[src/rtl/jtag_pkg.sv]
// Shared definitions for the soft JTAG TAP: IEEE 1149.1 state encoding,
// instruction register length and the opcodes that select the data registers.
package jtag_pkg;

  localparam int IR_WIDTH = 8;

  localparam logic [IR_WIDTH-1:0] OP_ER1    = 8'h32;
  localparam logic [IR_WIDTH-1:0] OP_ER2    = 8'h38;
  localparam logic [IR_WIDTH-1:0] OP_IDCODE = 8'hE0;
  localparam logic [IR_WIDTH-1:0] OP_BYPASS = '1;

  typedef enum logic [3:0] {
    TLR      = 4'h0,
    RTI      = 4'h1,
    SEL_DR   = 4'h2,
    CAP_DR   = 4'h3,
    SH_DR    = 4'h4,
    EX1_DR   = 4'h5,
    PAUSE_DR = 4'h6,
    EX2_DR   = 4'h7,
    UPD_DR   = 4'h8,
    SEL_IR   = 4'h9,
    CAP_IR   = 4'hA,
    SH_IR    = 4'hB,
    EX1_IR   = 4'hC,
    PAUSE_IR = 4'hD,
    EX2_IR   = 4'hE,
    UPD_IR   = 4'hF
  } tap_state_e;

endpackage

[src/rtl/jtag_tap_fsm.sv]
// TAP state register and IEEE 1149.1 next-state logic, clocked by JTCK and
// steered by JTMS; JRST forces Test-Logic-Reset on the next edge.
module jtag_tap_fsm
  import jtag_pkg::*;
(
  input  logic       JTCK,
  input  logic       JRST,
  input  logic       JTMS,
  output logic [3:0] state
);

  tap_state_e state_q;
  tap_state_e state_d;

  // NOTE: registered state uses non-blocking assignment so every flop samples pre-edge values.
  always_ff @(posedge JTCK) begin
    if (JRST) begin
      state_q <= TLR;
    end else begin
      state_q <= state_d;
    end
  end

  // NOTE: the default assignment first keeps this block free of inferred latches.
  always_comb begin
    state_d = state_q;
    unique case (state_q)
      TLR:      state_d = JTMS ? TLR    : RTI;
      RTI:      state_d = JTMS ? SEL_DR : RTI;
      SEL_DR:   state_d = JTMS ? SEL_IR : CAP_DR;
      CAP_DR:   state_d = JTMS ? EX1_DR : SH_DR;
      SH_DR:    state_d = JTMS ? EX1_DR : SH_DR;
      EX1_DR:   state_d = JTMS ? UPD_DR : PAUSE_DR;
      PAUSE_DR: state_d = JTMS ? EX2_DR : PAUSE_DR;
      EX2_DR:   state_d = JTMS ? UPD_DR : SH_DR;
      UPD_DR:   state_d = JTMS ? SEL_DR : RTI;
      SEL_IR:   state_d = JTMS ? TLR    : CAP_IR;
      CAP_IR:   state_d = JTMS ? EX1_IR : SH_IR;
      SH_IR:    state_d = JTMS ? EX1_IR : SH_IR;
      EX1_IR:   state_d = JTMS ? UPD_IR : PAUSE_IR;
      PAUSE_IR: state_d = JTMS ? EX2_IR : PAUSE_IR;
      EX2_IR:   state_d = JTMS ? UPD_IR : SH_IR;
      UPD_IR:   state_d = JTMS ? SEL_DR : RTI;
      default:  state_d = TLR;
    endcase
  end

  assign state = state_q;

endmodule

[src/rtl/jtag_tap_ctrl.sv]
// Soft TAP controller: instruction register, BYPASS and IDCODE registers,
// Moore control strobes for the ER1/ER2 user chains and the JTDO mux.
module jtag_tap_ctrl #(
  parameter int                          IR_WIDTH   = jtag_pkg::IR_WIDTH,
  parameter logic [31:0]                 IDCODE_VAL = 32'h0000_0001,
  parameter logic [jtag_pkg::IR_WIDTH-1:0] OP_ER1     = jtag_pkg::OP_ER1,
  parameter logic [jtag_pkg::IR_WIDTH-1:0] OP_ER2     = jtag_pkg::OP_ER2,
  parameter logic [jtag_pkg::IR_WIDTH-1:0] OP_IDCODE  = jtag_pkg::OP_IDCODE
) (
  input  logic JTCK,
  input  logic JRST,
  input  logic JTMS,
  input  logic JTDI,
  input  logic JTD1,
  input  logic JTD2,
  output logic JTDO,
  output logic JTDO_EN,
  output logic JSHIFT,
  output logic JUPDATE,
  output logic JCE1,
  output logic JCE2,
  output logic JRTI1,
  output logic JRTI2,
  output logic JRSTN
);

  import jtag_pkg::*;

  logic [3:0]          state_raw;
  tap_state_e          state;
  logic [IR_WIDTH-1:0] ir;
  logic [IR_WIDTH-1:0] ir_shift;
  logic [31:0]         id_shift;
  logic                bypass_q;
  logic                sel1;
  logic                sel2;
  logic                selid;
  logic                selbyp;
  logic                active;
  logic                tlr_next;
  logic                in_cap_sh_dr;

  jtag_tap_fsm u_fsm (
    .JTCK  (JTCK),
    .JRST  (JRST),
    .JTMS  (JTMS),
    .state (state_raw)
  );

  assign state = tap_state_e'(state_raw);

  assign sel1   = (ir == IR_WIDTH'(OP_ER1));
  assign sel2   = (ir == IR_WIDTH'(OP_ER2));
  assign selid  = (ir == IR_WIDTH'(OP_IDCODE));
  assign selbyp = ~(sel1 | sel2 | selid);

  // Outputs are forced to their reset values for the whole cycle JRST is high.
  assign active = ~JRST;

  // Only TLR (hold) and Select-IR (escape) lead into TLR on a TMS=1 edge.
  assign tlr_next = JTMS & ((state == TLR) | (state == SEL_IR));

  always_ff @(posedge JTCK) begin
    if (JRST) begin
      ir       <= IR_WIDTH'(OP_IDCODE);
      ir_shift <= '0;
    end else begin
      case (state)
        CAP_IR:  ir_shift <= IR_WIDTH'(2'b01);
        SH_IR:   ir_shift <= {JTDI, ir_shift[IR_WIDTH-1:1]};
        default: ir_shift <= ir_shift;
      endcase
      if (tlr_next) begin
        ir <= IR_WIDTH'(OP_IDCODE);
      end else if (state == UPD_IR) begin
        ir <= ir_shift;
      end
    end
  end

  // Pause and all other non-capture/shift states leave the DRs untouched.
  always_ff @(posedge JTCK) begin
    if (JRST) begin
      id_shift <= '0;
      bypass_q <= 1'b0;
    end else begin
      case (state)
        CAP_DR: begin
          bypass_q <= 1'b0;
          if (selid) id_shift <= IDCODE_VAL;
        end
        SH_DR: begin
          if (selid)  id_shift <= {JTDI, id_shift[31:1]};
          if (selbyp) bypass_q <= JTDI;
        end
        default: begin
          id_shift <= id_shift;
          bypass_q <= bypass_q;
        end
      endcase
    end
  end

  assign in_cap_sh_dr = (state == CAP_DR) | (state == SH_DR);

  assign JSHIFT  = active & (state == SH_DR);
  assign JUPDATE = active & (state == UPD_DR);
  assign JCE1    = active & sel1 & in_cap_sh_dr;
  assign JCE2    = active & sel2 & in_cap_sh_dr;
  assign JRTI1   = active & sel1 & (state == RTI);
  assign JRTI2   = active & sel2 & (state == RTI);
  assign JRSTN   = active & (state != TLR);
  assign JTDO_EN = active & ((state == SH_IR) | (state == SH_DR));

  // Chain outputs pass straight through so the chains' own latency is preserved.
  always_comb begin
    JTDO = 1'b0;
    if (active) begin
      if (state == SH_IR) begin
        JTDO = ir_shift[0];
      end else if (state == SH_DR) begin
        if (sel1)       JTDO = JTD1;
        else if (sel2)  JTDO = JTD2;
        else if (selid) JTDO = id_shift[0];
        else            JTDO = bypass_q;
      end
    end
  end

endmodule

[config.mk]
export PLATFORM = sky130hd
export DESIGN_NAME = jtag_tap_ctrl
export DESIGN_NICKNAME = d
export VERILOG_FILES = /design/src/rtl/jtag_pkg.sv /design/src/rtl/jtag_tap_fsm.sv /design/src/rtl/jtag_tap_ctrl.sv
export SDC_FILE = /design/constraint.sdc
export NUM_CORES = 1
export LEC_CHECK = 0
export ABC_AREA = 1
export CAP_MARGIN = 20
export CORE_UTILIZATION = 58
export CTS_CLUSTER_DIAMETER = 40
export DETAILED_ROUTE_END_ITERATION = 7
export PLACE_DENSITY = 0.78
export SETUP_SLACK_MARGIN = 0.4
export SLEW_MARGIN = 40
export SYNTH_ARGS = -nofsm -noshare
export SYNTH_HDL_FRONTEND = slang
export SYNTH_SLANG_ARGS = --single-unit
[constraint.sdc]
create_clock -name JTCK -period 1.7 [get_ports JTCK]
set_clock_uncertainty 0.1 [all_clocks]
set_input_delay 0.34 -clock JTCK [delete_from_list [all_inputs] [get_ports JTCK]]
set_output_delay 0.34 -clock JTCK [all_outputs]
set_load 0.005 [all_outputs]
Yosys cells after proc, flatten, opt, wreduce, memory -nomap -nowiden
Cells that the tools add are included.

word-level totals
  output and inout port bits = 9
  bits in registers = 53
  logic and storage cells = 78
  input port bits = 6

operators by class
  reductions and logical operators = 10
  eq/ne operators = 21
  mux-type cells = 25
  bitwise gates (word level) = 17

operators by type and width
  cell                                                                    count
  32-bit two-way mux                                                      2
  32-bit case mux with 2 select lines                                     1
  4-bit case mux with 12 select lines                                     1
  4-bit equality test (second input constant)                             8
  4-bit by 3-bit equality test with 1-bit output (second input constant)  4
  8-bit by 6-bit equality test with 1-bit output (second input constant)  2
  4-bit two-way mux                                                       4
  8-bit case mux with 2 select lines                                      1
  1-bit AND                                                               11
  1-bit two-way mux                                                       10
  4-bit by 2-bit equality test with 1-bit output (second input constant)  2
  8-bit equality test (second input constant)                             1
  2-bit two-way mux                                                       3
  3-bit two-way mux                                                       2
  2-bit != test (second input constant)                                   3
  2-bit OR reduction                                                      3
  1-bit OR                                                                5
  4-bit by 1-bit equality test with 1-bit output (second input constant)  1
  4-bit logical NOT                                                       1
  2-bit nonzero test                                                      2
  4-bit nonzero test                                                      1
  3-bit AND reduction                                                     1
  3-bit OR reduction                                                      1
  1-bit case mux with 2 select lines                                      1
  2 further kinds                                                         2

Depth between registers and ports, before layout
  depth in word-level cells = 7
  gate-level depth with buffers = 9
  gate-level depth less buffers = 9

Modules after synthesis
From an unflattened synthesis, not the netlist that was laid out.

second synthesis, totals
  cell total of the unflattened synthesis = 342
  area, all modules = 2,472.4 µm²

modules (own cells, without submodules)
  module         cells each  sequential area each (µm²)  times used  area an instance (µm²)
  jtag_tap_ctrl  277         980.9                       1           2,117.0
  jtag_tap_fsm   65          80.1                        1           355.3

Least setup slack after synthesis
OpenSTA, ideal clock, no wires.

  path kind = reg-to-output
  start point = register ir[0]
  end point = output port JTDO
  required time = 1.260 ns
  stages on the path, launching flop included = 8
  buffers on the path = 0
  data arrival time = 1.024 ns
  setup slack = 0.236 ns
  path through = dfxtp_1 > nor2_1 > nand2_1 > nor2_8 > nand2_1 > nand3_1 > nand2_1 > a21oi_1

on the way
  cells in the longest elaborated chain, start to end = 7
  elaborated cells between the ends (all ways) = 9
  classes of those cells = 3 x eq/ne; 6 x mux

RTL lines
  item                    RTL line              RTL
  start, declared         jtag_tap_ctrl.sv:31   logic [IR_WIDTH-1:0] ir;
  start signal, assigned  jtag_tap_ctrl.sv:65   ir <= IR_WIDTH'(OP_IDCODE);
  start signal, assigned  jtag_tap_ctrl.sv:74   ir <= IR_WIDTH'(OP_IDCODE);
  start signal, assigned  jtag_tap_ctrl.sv:76   ir <= ir_shift;
  8-bit equality test     jtag_tap_ctrl.sv:54   assign selid = (ir == IR_WIDTH'(OP_IDCODE));
  1-bit two-way mux       jtag_tap_ctrl.sv:124  else if (selid) JTDO = id_shift[0];
  1-bit two-way mux       jtag_tap_ctrl.sv:123  else if (sel2) JTDO = JTD2;
  1-bit two-way mux (*)   jtag_tap_ctrl.sv:122  if (sel1) JTDO = JTD1;
  1-bit two-way mux (*)   jtag_tap_ctrl.sv:121  end else if (state == SH_DR) begin
  1-bit two-way mux (*)   jtag_tap_ctrl.sv:119  if (state == SH_IR) begin
  1-bit two-way mux (*)   jtag_tap_ctrl.sv:118  if (active) begin
  end, declared           jtag_tap_ctrl.sv:16   output logic JTDO,

Mark *: on every way between the ends. The rest lies on a longest branch, timed or not.

Worst setup path after layout
  start point = register ir[7]
  end point = output port JTDO

Same word-level chain as after synthesis.

==> impl_metrics.csv <==
group,metric,value,unit
cells_and_area,n_antenna_cell,0,
clocking,clkLatencyLatePin,0.33,ns
timing,setup_viol,42,
timing,rsz0062_at_grt,"yes",
setup_path,r2r_start,"u_fsm.state[2]$_SDFF_PP0_",
timing,maxSlewHeadroom,65.01,%
clocking,cts_buffers,5,
drt,vias,3047,
grt,grt_pass1_wl,11790,µm
setup_path,cpPeakStageDelay,0.42,ns
timing,fin_crit_sh,130.7,%
pwr,power.density,615.9,nW/µm²
yosys,syn_nets,343,
timing,finalMaxSlewViolations,0,
floorplan,num_rows,23,
yosys,synth_warnings,0,
yosys,seq_area_frac_synth,43.33,%
clocking,cts_tree,"yes",
setup_path,crit_fanout,4,
yosys,ys_types,31,
floorplan,coreArea,4029,µm²
yosys,syn-instance-count,337,
timing,max_clock_freq,450.1,MHz
floorplan,fp.dieH,66.98,µm
cells_and_area,drive_above_1_share,55.90,%
cells_and_area,nets,420,
setup_path,worstPathArrival,1.78,ns
drt,drt_first_pass_iters,6,
yosys,syn-cell-area,2449,µm²
drt,drt-wirelength-per-cell,24.32,µm
timing,timing_hold_violations_final,0,
place,hpwl,3609,µm
setup_path,cp-end-kind,"primary output",
clocking,clock_path_buffers,2,
outcome,status,"finished with violations",
clocking,h-tree-depth,2,
timing,worst_pin_slew,0.5249,ns
drt,drc,0,
grt,grt_pass1_vias,2483,
grt,grt_max_degree,32,
setup_path,r2r_slack,-0.36,ns
place,portBuffers,14,
timing,final.setup.worst_slack,-0.5217,ns
cells_and_area,area_growth,57.33,%
drt,wl,11310,µm
timing,fin_hold_ws,0.3849,ns
pwr,p_leak,1.516,nW
grt,grtUsageTotal,35.94,%
yosys,synth_seq_cells,53,
drt,via_per_inst,6.553,
drt,ant_nets,0,
clocking,clock_tree.root_cell,"clkbuf_8",
grt,grt.overflow.total,0,
pwr,power.total,2.373,mW
yosys,syn_avg_cell_area,7.266,µm²
setup_path,cp_num_buf_inv,2,
clocking,cts_sinks,53,
clocking,clkTransAtPathRegs,0.11,ns
cells_and_area,finish.utilization,95.62,%
timing,layout_min_cycle_time,2.222,ns
setup_path,required,1.26,ns
drt,drt_iter0_drc,518,
min_path,hold_start,"id_shift[22]$_SDFFE_PP0P_",
place,place.gp.congestion,0.9451,
floorplan,die_x,66.98,µm
floorplan,dieArea,4486,µm²
outcome,violations,"setup timing",
min_path,hp-class,"reg -> reg",
floorplan,num_io_pins,15,
setup_path,path_delay_family,"simple AND/OR/NAND/NOR gates",
floorplan,floorplan.initialDensity,60.78,%
timing,final.setup.tns,-5.500,ns
setup_path,startpoint,"ir[7]$_SDFFE_PP1N_",
run,timing.max_cap.violations,0,
pwr,vdd_drop_max,0.7406,mV
setup_path,start_kind,"flip-flop",
setup_path,crit_type,"reg -> out",
setup_path,cpMaxStageDelayCell,"dfxtp_1",
setup_path,worstPathCellList,"nor2_2 -> nand2_4 -> inv_1 -> nand2_1 -> nor2_1 -> nor2_1 -> nand2_1 -> a21oi_2 -> buf_2",
grt,antenna_found_initial,0,
-- registers in the layout (all words and copies together) (netlist names) --
signal / count
bypass_q: 1
ir: 8
id_shift: 32
ir_shift: 8
u_fsm.state: 4
-- final cells by class --
class                           instances  area (µm²)
Sequential cell                        53        1090
Inverter                               38       167.7
Timing Repair Buffer                   80       777.0
Clock inverter                          3       26.28
Fill cell                              93       176.4
Clock buffer                            5       68.82
Multi-Input combinational cell        236        1660
Tap cell                               50       62.56
-- layer usage --
layer	GRT usage (%)	vias up	routed length [µm]
li1	-	1223	-
met1	39.77	1372	3839
met2	61.62	323	5016
met3	9.075	127	1361
met4	20.74	2	1049
met5	0	-	40
-- path summary, 6_finish.rpt --
kind | cells after the start | endpoint
setup / recovery | 9 | JTDO
hold / removal | 2 | id_shift[21]$_SDFFE_PP0P_
setup reg to reg | 11 | id_shift[23]$_SDFFE_PP0P_
hold reg to reg | 2 | id_shift[21]$_SDFFE_PP0P_
-- where the power goes --
part / internal, mW / switching, mW / leakage (nW) / total (mW)
clock network: 0.301 / 0.488 / 0.0423 / 0.789
logic: 0.141 / 0.193 / 1.04 / 0.334
registers: 1.24 / 0.00885 / 0.432 / 1.25
-- worst min-delay path, cell delays in order, from the launching register on --
cell and delay, ns:
dfxtp_1 0.33, nand2_1 0.06, a21oi_1 0.06
-- cell usage after synthesis (all sizes together) --
cell type    n  share of area, %
o32ai        7               2.5
a31oi        1              0.26
clkinv       1              0.20
o211ai       3               1.5
nor2        53               9.5
inv         37               5.8
nand4        1              0.26
nand2      108                19
clkbuf       2              0.31
dfxtp       53                43
buf         10               3.2
nor3         4              0.82
a221oi       1              0.36
o21ai        8               1.6
a21oi       42                10
a41oi        1              0.36
nand3        5               1.0
-- timing repair --
| item | CTS | global route |
|---|---|---|
| hold buffers | 0 | 0 |
| gates cloned | 3 | 2 |
| endpoints found under the setup margin | 55 | 62 |
| pin swaps | 25 | 54 |
| resized for setup | 130 | 83 |
| setup buffers | 21 | 9 |
-- cell families after synthesis --
family / share of synthesized area, %
compound gates: 16.91
buf+inv: 9.454
flops: 43.33
simple gates: 30.30
-- cells in the final DEF, fill, tap and decap left out, types with 6 or more instances in the layout --
cell / n
nor2_4: 17
a21oi_1: 14
buf_6: 22
nor2_2: 9
buf_4: 36
nand2_2: 37
dfxtp_1: 42
nor2_1: 26
nand2_4: 11
dfxtp_4: 6
inv_2: 7
inv_1: 24
a21oi_2: 27
nand2_1: 58
buf_2: 9
-- metrics by stage --
| step | cell area (µm²) | cells | setup slack, ns |
|---|---|---|---|
| 2_1_floorplan | 2479 | 337 | 0.2672 |
| 3_3_place_gp | 2849 | 422 | -0.3481 |
| 3_5_place_dp | 2849 | 422 | -0.3643 |
| 5_1_grt | 3852 | 465 | -0.5589 |
| 6_report | 3852 | 465 | -0.5217 |
| 4_1_cts | 3483 | 454 | -0.1903 |
Note: power is estimated with default switching activity, not from simulation.
